==> src/rtl/cam_pkg.sv <==
// Shared CAM definitions: operand widths, command opcodes and the
// controller FSM encoding, imported by the CAM and its controller.
package cam_pkg;

  localparam int CAM_DATA_WIDTH = 32;
  localparam int CAM_ADDR_WIDTH = 5;
  localparam int CAM_DEPTH      = 1 << CAM_ADDR_WIDTH;

  typedef enum logic [1:0] {
    OP_LOOKUP = 2'd0,
    OP_INSERT = 2'd1,
    OP_DELETE = 2'd2,
    OP_READ   = 2'd3
  } cam_op_e;

  typedef enum logic [2:0] {
    ST_IDLE  = 3'd0,
    ST_ISSUE = 3'd1,
    ST_WAIT  = 3'd2,
    ST_WRITE = 3'd3,
    ST_RESP  = 3'd4
  } cam_ctrl_state_e;

endpackage

==> src/rtl/cam_free_finder.sv <==
// Lowest-zero priority encoder over the occupancy bitmap; picks the slot
// an INSERT miss will allocate.
module cam_free_finder #(
  parameter int ADDR_WIDTH = 5,
  parameter int DEPTH      = 1 << ADDR_WIDTH
) (
  input  logic [DEPTH-1:0]      occ,
  output logic [ADDR_WIDTH-1:0] free_index,
  output logic                  any_free
);

  // Scan high to low so the last assignment wins with the lowest free slot.
  always_comb begin
    free_index = '0;
    any_free   = 1'b0;
    for (int i = DEPTH - 1; i >= 0; i--) begin
      if (!occ[i]) begin
        any_free   = 1'b1;
        free_index = ADDR_WIDTH'(i);
      end
    end
  end

endmodule

==> src/rtl/cam_insert_ctrl.sv <==
// Command-side CAM initiator: owns the live-entry bitmap, sequences CAM
// search/read/write strobes and returns one response per request.
module cam_insert_ctrl
  import cam_pkg::*;
#(
  parameter int DATA_WIDTH = CAM_DATA_WIDTH,
  parameter int ADDR_WIDTH = CAM_ADDR_WIDTH,
  parameter int DEPTH      = 1 << ADDR_WIDTH
) (
  input  logic                  clk_i,
  input  logic                  rst_i,
  // Handshake: a transfer happens on a rising edge where valid and ready
  // are both 1; valid-side holds its payload stable until that edge.
  input  logic                  req_valid_i,
  output logic                  req_ready_o,
  input  logic [1:0]            req_op_i,
  input  logic [DATA_WIDTH-1:0] req_data_i,
  input  logic [ADDR_WIDTH-1:0] req_index_i,
  output logic                  rsp_valid_o,
  input  logic                  rsp_ready_i,
  output logic                  rsp_hit_o,
  output logic                  rsp_full_o,
  output logic [ADDR_WIDTH-1:0] rsp_index_o,
  output logic [DATA_WIDTH-1:0] rsp_data_o,
  output logic [ADDR_WIDTH:0]   occ_count_o,
  output logic                  cam_read_o,
  output logic [ADDR_WIDTH-1:0] cam_read_index_o,
  output logic                  cam_write_o,
  output logic [ADDR_WIDTH-1:0] cam_write_index_o,
  output logic [DATA_WIDTH-1:0] cam_write_data_o,
  output logic                  cam_search_o,
  output logic [DATA_WIDTH-1:0] cam_search_data_o,
  input  logic                  cam_read_valid_i,
  input  logic [DATA_WIDTH-1:0] cam_read_value_i,
  input  logic                  cam_search_valid_i,
  input  logic [ADDR_WIDTH-1:0] cam_search_index_i,
  output cam_ctrl_state_e       dbg_state_o
);

  cam_ctrl_state_e       state_q, state_d;
  cam_op_e               op_q, op_d;
  logic [DATA_WIDTH-1:0] data_q, data_d;
  logic [ADDR_WIDTH-1:0] index_q, index_d;
  logic [ADDR_WIDTH-1:0] wr_index_q, wr_index_d;
  logic [DEPTH-1:0]      occ_q, occ_d;
  logic [ADDR_WIDTH:0]   occ_count_q, occ_count_d;
  logic                  rsp_hit_q, rsp_hit_d;
  logic                  rsp_full_q, rsp_full_d;
  logic [ADDR_WIDTH-1:0] rsp_index_q, rsp_index_d;
  logic [DATA_WIDTH-1:0] rsp_data_q, rsp_data_d;

  logic [ADDR_WIDTH-1:0] free_index;
  logic                  any_free;
  logic                  search_en, read_en, write_en;

  cam_free_finder #(
    .ADDR_WIDTH (ADDR_WIDTH),
    .DEPTH      (DEPTH)
  ) u_free_finder (
    .occ        (occ_q),
    .free_index (free_index),
    .any_free   (any_free)
  );

  always_comb begin
    state_d     = state_q;
    op_d        = op_q;
    data_d      = data_q;
    index_d     = index_q;
    wr_index_d  = wr_index_q;
    occ_d       = occ_q;
    rsp_hit_d   = rsp_hit_q;
    rsp_full_d  = rsp_full_q;
    rsp_index_d = rsp_index_q;
    rsp_data_d  = rsp_data_q;

    case (state_q)
      ST_IDLE: begin
        if (req_valid_i) begin
          op_d    = cam_op_e'(req_op_i);
          data_d  = req_data_i;
          index_d = req_index_i;
          if (cam_op_e'(req_op_i) == OP_DELETE) begin
            occ_d[req_index_i] = 1'b0;
            rsp_hit_d          = occ_q[req_index_i];
            rsp_full_d         = 1'b0;
            rsp_index_d        = req_index_i;
            rsp_data_d         = '0;
            state_d            = ST_RESP;
          end else begin
            state_d = ST_ISSUE;
          end
        end
      end
      ST_ISSUE: state_d = ST_WAIT;
      ST_WAIT: begin
        rsp_full_d = 1'b0;
        rsp_data_d = '0;
        state_d    = ST_RESP;
        case (op_q)
          OP_INSERT: begin
            // A stale hit is rewritten in place so no stale lower-index
            // duplicate can shadow the live key on a later search.
            if (cam_search_valid_i && occ_q[cam_search_index_i]) begin
              rsp_hit_d   = 1'b1;
              rsp_index_d = cam_search_index_i;
            end else if (cam_search_valid_i) begin
              wr_index_d = cam_search_index_i;
              state_d    = ST_WRITE;
            end else if (any_free) begin
              wr_index_d = free_index;
              state_d    = ST_WRITE;
            end else begin
              rsp_hit_d   = 1'b0;
              rsp_full_d  = 1'b1;
              rsp_index_d = '0;
            end
          end
          OP_READ: begin
            rsp_hit_d   = occ_q[index_q];
            rsp_index_d = index_q;
            rsp_data_d  = cam_read_value_i;
          end
          default: begin
            rsp_hit_d   = cam_search_valid_i && occ_q[cam_search_index_i];
            rsp_index_d = (cam_search_valid_i && occ_q[cam_search_index_i]) ?
                          cam_search_index_i : '0;
          end
        endcase
      end
      ST_WRITE: begin
        occ_d[wr_index_q] = 1'b1;
        rsp_hit_d         = 1'b0;
        rsp_full_d        = 1'b0;
        rsp_index_d       = wr_index_q;
        rsp_data_d        = '0;
        state_d           = ST_RESP;
      end
      ST_RESP: begin
        if (rsp_ready_i) state_d = ST_IDLE;
      end
      default: state_d = ST_IDLE;
    endcase
  end

  always_comb begin
    occ_count_d = '0;
    for (int i = 0; i < DEPTH; i++) begin
      occ_count_d = occ_count_d + (ADDR_WIDTH + 1)'(occ_q[i]);
    end
  end

  always_ff @(posedge clk_i) begin
    if (!rst_i) begin
      state_q     <= ST_IDLE;
      op_q        <= OP_LOOKUP;
      data_q      <= '0;
      index_q     <= '0;
      wr_index_q  <= '0;
      occ_q       <= '0;
      occ_count_q <= '0;
      rsp_hit_q   <= 1'b0;
      rsp_full_q  <= 1'b0;
      rsp_index_q <= '0;
      rsp_data_q  <= '0;
    end else begin
      state_q     <= state_d;
      op_q        <= op_d;
      data_q      <= data_d;
      index_q     <= index_d;
      wr_index_q  <= wr_index_d;
      occ_q       <= occ_d;
      occ_count_q <= occ_count_d;
      rsp_hit_q   <= rsp_hit_d;
      rsp_full_q  <= rsp_full_d;
      rsp_index_q <= rsp_index_d;
      rsp_data_q  <= rsp_data_d;
    end
  end

  // Gating with rst_i keeps strobes and handshakes quiet in the reset cycle.
  assign search_en = rst_i && (state_q == ST_ISSUE) && (op_q != OP_READ);
  assign read_en   = rst_i && (state_q == ST_ISSUE) && (op_q == OP_READ);
  assign write_en  = rst_i && (state_q == ST_WRITE);

  assign req_ready_o       = rst_i && (state_q == ST_IDLE);
  assign rsp_valid_o       = rst_i && (state_q == ST_RESP);
  assign rsp_hit_o         = rsp_hit_q;
  assign rsp_full_o        = rsp_full_q;
  assign rsp_index_o       = rsp_index_q;
  assign rsp_data_o        = rsp_data_q;
  assign occ_count_o       = occ_count_q;
  assign cam_search_o      = search_en;
  assign cam_search_data_o = search_en ? data_q : '0;
  assign cam_read_o        = read_en;
  assign cam_read_index_o  = read_en ? index_q : '0;
  assign cam_write_o       = write_en;
  assign cam_write_index_o = write_en ? wr_index_q : '0;
  assign cam_write_data_o  = write_en ? data_q : '0;
  assign dbg_state_o       = state_q;

  logic unused_read_valid;
  assign unused_read_valid = cam_read_valid_i;

endmodule

==> config.mk <==
export PLATFORM = sky130hd
export DESIGN_NAME = cam_insert_ctrl
export DESIGN_NICKNAME = d
export VERILOG_FILES = /design/src/rtl/cam_pkg.sv /design/src/rtl/cam_free_finder.sv /design/src/rtl/cam_insert_ctrl.sv
export SDC_FILE = /design/constraint.sdc
export NUM_CORES = 1
export LEC_CHECK = 0
export CAP_MARGIN = 0
export CORE_MARGIN = 2
export CORE_UTILIZATION = 50
export DETAILED_ROUTE_END_ITERATION = 6
export GPL_ROUTABILITY_DRIVEN = 0
export PLACE_DENSITY_LB_ADDON = 0.2
export SETUP_SLACK_MARGIN = 0.15
export SYNTH_ARGS = -nofsm -noshare
export SYNTH_HDL_FRONTEND = slang
export SYNTH_SLANG_ARGS = --single-unit
==> constraint.sdc <==
create_clock -name clk_i -period 7.3 [get_ports clk_i]
set_input_delay 1.46 -clock clk_i [delete_from_list [all_inputs] [get_ports clk_i]]
set_output_delay 1.46 -clock clk_i [all_outputs]
set_load 0.02 [all_outputs]
==> results of run 1 <==
-- registers in the layout (all words and copies together), names as in the netlist --
register,flops
wr_index_q,5
op_q,2
occ_count_o,6
data_q,32
rsp_index_o,5
dbg_state_o,3
rsp_full_o,1
rsp_hit_o,1
rsp_data_o,32
index_q,5
occ_q,32
-- cells in the final DEF (no fill, tap or decap), drive strengths merged, types with 34 or more instances in the layout --
cell and n:
dfxtp 124, nor2b 44, a21boi 47, a22oi 34, and2 56, and3 43, clkdlybuf4s50 206, inv 36
o21ai 57, nand2 116
-- power groups by stage --
stage | registers (W) | logic [W] | clock network, W
finish | 0.000728 | 0.000203 | 0.000921
global route | 0.000731 | 0.000221 | 0.000965
CTS | 0.000728 | 0.000203 | 0.000932
detailed placement | 0.000742 | 0.000202 | 0
global placement | 0.000742 | 0.000199 | 0
floorplan | 0.000734 | 0.000115 | 0
-- cells by family after synthesis --
kind of cell	after synthesis	share of synthesized area [%]
AOI/OAI and AO/OA	211	19.11
xor gates and xnor gates	2	0.2336
adders and majority gates	31	7.575
buffers and inverters	102	6.257
DFF	124	33.11
muxes	30	8.126
and+or+nand+nor	361	25.60
-- Yosys cell counts (12+ instances only) --
master,instances,share of area (%)
a21boi_0,47,4.7
a21oi_1,24,1.6
a22oi_1,34,3.4
and2_1,56,4.7
and3_1,42,3.5
clkbuf_1,53,2.7
dfxtp_1,124,33
fa_1,24,6.4
inv_1,34,1.7
mux4_2,22,6.6
nand2_1,116,5.8
nand3_1,17,1.1
nand4_1,12,1.0
nor2_1,29,1.5
nor2b_1,44,3.7
o21ai_0,50,3.3
-- cell type report --
class,count,area [um2]
Clock buffer,20,456.7
Clock inverter,12,185.2
Fill cell,1203,4429
Inverter,34,127.6
Multi-Input combinational cell,635,4563
Sequential cell,124,2482
Tap cell,184,230.2
Timing Repair Buffer,213,2115
-- tightest hold or removal path, stage by stage (launching register included) --
cell and delay [ns]:
dfxtp_1 0.31, nand2_1 0.05, a21boi_0 0.06
-- routing by layer --
layer	global-route usage (%)	part of all wire [%]
met5	0	0
met4	8.727	2.4
met3	8.267	11
met2	45.86	47
met1	37.81	40
-- worst min-delay path by stage --
stage          startpoint         end  slack, ns  depth (start not counted)
3_3_place_gp   data_q[22]  data_q[22]       0.46                          2
6_report       data_q[14]  data_q[14]       0.47                          2
4_1_cts        data_q[14]  data_q[14]       0.47                          2
2_1_floorplan   data_q[0]   data_q[0]       0.45                          2
5_1_grt        data_q[14]  data_q[14]       0.50                          2
3_5_place_dp   data_q[14]  data_q[14]       0.47                          2
-- per-stage QoR --
| step | hold slack, ns | total power [W] |
|---|---|---|
| final | 0.4684 | 0.001852 |
| after floorplan | 0.4474 | 0.0008492 |
| after detailed placement | 0.4668 | 0.0009441 |
| after CTS | 0.4729 | 0.001863 |
| after global placement | 0.4602 | 0.0009413 |
| after global routing | 0.5016 | 0.001917 |
==> impl_metrics.toml, run 1 <==
[global_routing]
gr-total-overflow = 0
grt_pass1_vias = 7042
first_pass_grt_wire_length_um = 37010
track_usage_pct = 28.68
antenna_found_initial = 0
grt_max_degree = 89

[die]
io-pin-count = 209
fp.dieW_um = 126.5
core_region_area_um2 = 14590
fp-row-count = 44
floorplan.initialDensity_pct = 51.40
design.die.area_um2 = 15990
fp.dieH_um = 126.5

[worst_setup_path]
reg_to_reg_critical_path_endpoint = "occ_count_o[4]"
critical_path.most_common_cell = "buf_4"
crit_required_ns = 5.84
worstPathArrival_ns = 4.15
critical_path.endpoint_type = "output port"
critical_path_class = "primary input to output port"
critPathMaxStageDelay_ns = 0.62
timing.reg2reg.worst_path_depth = 18
critical_path_cell_count = 7
worstReg2RegStart = "occ_q[19]"
crit_path_end = "cam_search_data_o[19]"
critical_path.startpoint_type = "primary input"
critical-path-top-delay-family = "buffers and inverters"
cp_cell_sequence = "buf_4 -> nand2b_1 -> or2_2 -> nor2_1 -> buf_4 -> and2_1 -> clkdlybuf4s50_1"
cp-startpoint = "rst_i"
critPathMaxFanout = 73
crit_path_top_delay_cell = "clkdlybuf4s50_1"
timing.critical_path.buf_inv = 3
reg2reg_setup_slack_ns = 2.39

[drt]
wirelength_um = 22920
ant_nets = 0
drt_pass1_iterations = 5
post_drt_wl_per_cell_um = 18.76
vias = 7242
drc = 0
vias_per_cell = 5.926
drt_iter0_drc = 711

[finish]
non_filler_instance_count_after_layout = 1222
stdcell_area_um2 = 10160
post_route_cells_drive_above_1_share_pct = 7.707
areaGrowthSynthToFinish_pct = 35.49
utilization_pct = 69.64
design.final.nets = 1138
antenna_cells_inserted = 0

[logic_synthesis]
synth.yosys.seq_area_share_pct = 33.11
synth-edff-count = 0
synthDistinctLibCells = 65
post_synthesis_net_count = 974
yosysWarnings = 0
netlist_area_um2 = 7498
yosys_most_used_dff = "dfxtp_1"
synthesis.area_per_instance_um2 = 8.709
syn-instance-count = 861
ys_async_sr_fraction_pct = 0
postSynthRegisterBits = 124

[cts]
post_cts_buffers = 0
clock_insertion_delay_worst_skew_ns = 0.42
clock-sinks = 124
cts-root-buf = "clkbuf_16"
cts_made_buffers = 17
max-clock-path-buffers = 2
cts_tree = "built"
post_cts_resized = 0
cts_max_level = 4
clkSlewWorstSetupHoldPaths_ns = 0.05
cts_hold_buffers = 0

[sta]
layout_min_cycle_time_ns = 5.605
postLayoutSetupSlackWorst_ns = 1.695
clock-skew-final_ns = 0.007914
fin_tns_setup_ns = 0
final.period_utilization_pct = 76.78
finalMaxSlewViolations = 0
finalSetupViolations = 0
finalHoldViolCount = 0
max_freq_mhz = 178.4
grt_setup_unrepaired = "false"
tightest_slew_ns = 0.8871
slew_headroom_pct = 40.68

[pwr]
net-switching-power_w = 0.0004635
combinational_power_share_pct = 10.9
share_of_power_burned_in_registers_pct = 39.3
sw_frac_of_total_pct = 25.03
clock_power_share_pct = 49.7
worst_voltage_drop_across_the_vdd_grid_v = 0.0001649
p_leak_nw = 3.839
power.internal_w = 0.001389
power_density_nw_per_um2 = 182.3

[place]
post_dp_cell_area_um2 = 9518
place_ws_ns = 1.728
place_hpwl_um = 15920
port_buffers = 207
placed_cells_incl_taps = 1190

[min_path]
min_path_type = "register to register"

[status]
outcome = "finished clean"

[flow_run]
max_cap_violations = 0
No activity file was read; power rests on OpenSTA's default activity.
==> inputs of run 2 (changes only) <==
CORE_UTILIZATION = 49   (was 50)
clock period = 5.7 ns   (was 7.3 ns; I/O delays follow)
==> run 2 against run 1 <==
Effect of this change:
- flip-flop and latch count unchanged
- clock power increased by 25%
- die area rose by 2.0%
- total power up 27%
- global-route usage fell by 0.26 points
- worst setup slack got worse by 0.89 ns
- sequential share of layout area is essentially flat
- via count decreased by 0.64%
- cell area is 0.16% higher
- highest routed layer unchanged
==> impl_metrics.toml, run 2 (same netlist as run 1, synthesis figures left out) <==
[status]
outcome = "finished clean"

[drt]
drc = 0
vias = 7196
wirelength_um = 23120
drt_pass1_iterations = 5
post_drt_wl_per_cell_um = 18.81
vias_per_cell = 5.855
ant_nets = 0
drt_iter0_drc = 711

[place]
post_dp_cell_area_um2 = 9553
place_ws_ns = 0.7976
port_buffers = 207
place_hpwl_um = 16170

[sta]
slew_headroom_pct = 42.29
finalMaxSlewViolations = 0
finalHoldViolCount = 0
tightest_slew_ns = 0.8630
finalSetupViolations = 0
max_freq_mhz = 204.3
postLayoutSetupSlackWorst_ns = 0.8054
clock-skew-final_ns = 0.005331
layout_min_cycle_time_ns = 4.895
final.period_utilization_pct = 85.87
fin_tns_setup_ns = 0
grt_setup_unrepaired = "false"

[worst_setup_path]
critPathMaxStageDelay_ns = 0.53
critical-path-top-delay-family = "adder cells"
critical_path.endpoint_type = "register"
critPathMaxFanout = 9
crit_path_top_delay_cell = "dfxtp_1"
critical_path.startpoint_type = "register"
critical_path.most_common_cell = "fa_1"
critical_path_class = "register to register"
worstPathArrival_ns = 5.21
crit_required_ns = 6.01
timing.critical_path.buf_inv = 6
cp_cell_sequence = "fa_1 -> fa_1 -> inv_1 -> fa_1 -> inv_1 -> fa_1 -> fa_1 -> inv_1 -> fa_1 -> inv_1 -> ha_1 -> inv_1 -> fa_1 -> inv_1 -> a21o_1 -> a21oi_1 -> xnor2_1 -> and2_1"
reg2reg_setup_slack_ns = 0.81

[die]
design.die.area_um2 = 16310
fp.dieW_um = 127.7
floorplan.initialDensity_pct = 49.69
io-pin-count = 209
fp.dieH_um = 127.7
fp-row-count = 45
core_region_area_um2 = 15090

[flow_run]
max_cap_violations = 0

[finish]
antenna_cells_inserted = 0
mostFrequentLayoutCells = "206 x clkdlybuf4s50_1, 124 x dfxtp_1, 116 x nand2_1"
stdcell_area_um2 = 10180
post_route_cells_drive_above_1_share_pct = 7.973
layout.cells.most_common = "clkdlybuf4s50_1"
areaGrowthSynthToFinish_pct = 35.71
design.final.nets = 1142

[cts]
cts_max_level = 4
clock-sinks = 124
cts-root-buf = "clkbuf_16"
cts_made_buffers = 17
clkSlewWorstSetupHoldPaths_ns = 0.06
max-clock-path-buffers = 2
cts_hold_buffers = 0
cts_tree = "built"
clock_insertion_delay_worst_skew_ns = 0.42
post_cts_buffers = 0
post_cts_resized = 0

[pwr]
power_density_nw_per_um2 = 230.4
p_leak_nw = 3.847
total_power_w = 0.002345
worst_voltage_drop_across_the_vdd_grid_v = 0.0002065

[min_path]
min_path_type = "register to register"

[global_routing]
grt_max_degree = 102
antenna_found_initial = 0
gr-total-overflow = 0
grt_pass1_vias = 7031
first_pass_grt_wire_length_um = 36590
track_usage_pct = 28.42
## run 2: cell types whose count changed in the layout (fill, tap and decap cells not counted), sizes merged
cell	previous run	this run
buf	7	11
clkinv	5	3
clkinvlp	1	3
inv	36	35
## run 2: power breakdown
group	leakage (nW)	switching, W	internal, W
clock	0.298	0.000400	0.000751
sequential	1.01	0.0000348	0.000898
combinational	2.54	0.000139	0.000122
## run 2: metrics by stage
step	hold slack (ns)	instances	utilization, %
after floorplan	0.4474	861	-
after global placement	0.4537	1198	63.31
after detailed placement	0.4680	1198	63.31
after CTS	0.4749	1229	67.44
after global routing	0.4963	1229	67.44
final	0.4712	1229	67.44
## run 2: per-layer routing
metal | share of wire [%] | vias to the layer above | track usage (%)
met3 | 10 | 70 | 8.431
met4 | 3.5 | 0 | 12.80
met5 | 0 | - | 0
met2 | 46 | 407 | 45.17
li1 | - | 3367 | -
met1 | 40 | 3352 | 35.87
## run 2: worst min-delay path: stages, from the launching register on
cell and delay [ns]:
dfxtp_1 0.31, nand2_1 0.05, a21boi_0 0.06
## run 2: final cells by class
| type | count | area, um2 |
|---|---|---|
| Clock buffer | 20 | 456.7 |
| Clock inverter | 11 | 166.4 |
| Fill cell | 1254 | 4913 |
| Inverter | 34 | 127.6 |
| Multi-Input combinational cell | 635 | 4563 |
| Sequential cell | 124 | 2482 |
| Tap cell | 188 | 235.2 |
| Timing Repair Buffer | 217 | 2145 |
## run 2: worst paths after layout
path,from,endpoint,depth (start not counted)
setup / recovery,occ_q[21],occ_count_o[4],18
hold / removal,data_q[22],data_q[22],2
setup reg to reg,occ_q[21],occ_count_o[4],18
hold reg to reg,data_q[22],data_q[22],2
==> inputs of run 3 (changes only) <==
SETUP_SLACK_MARGIN = 0.2   (was 0.15)
==> results of run 3 <==
Final layout, timing and power as in run 2 (identical DEF).
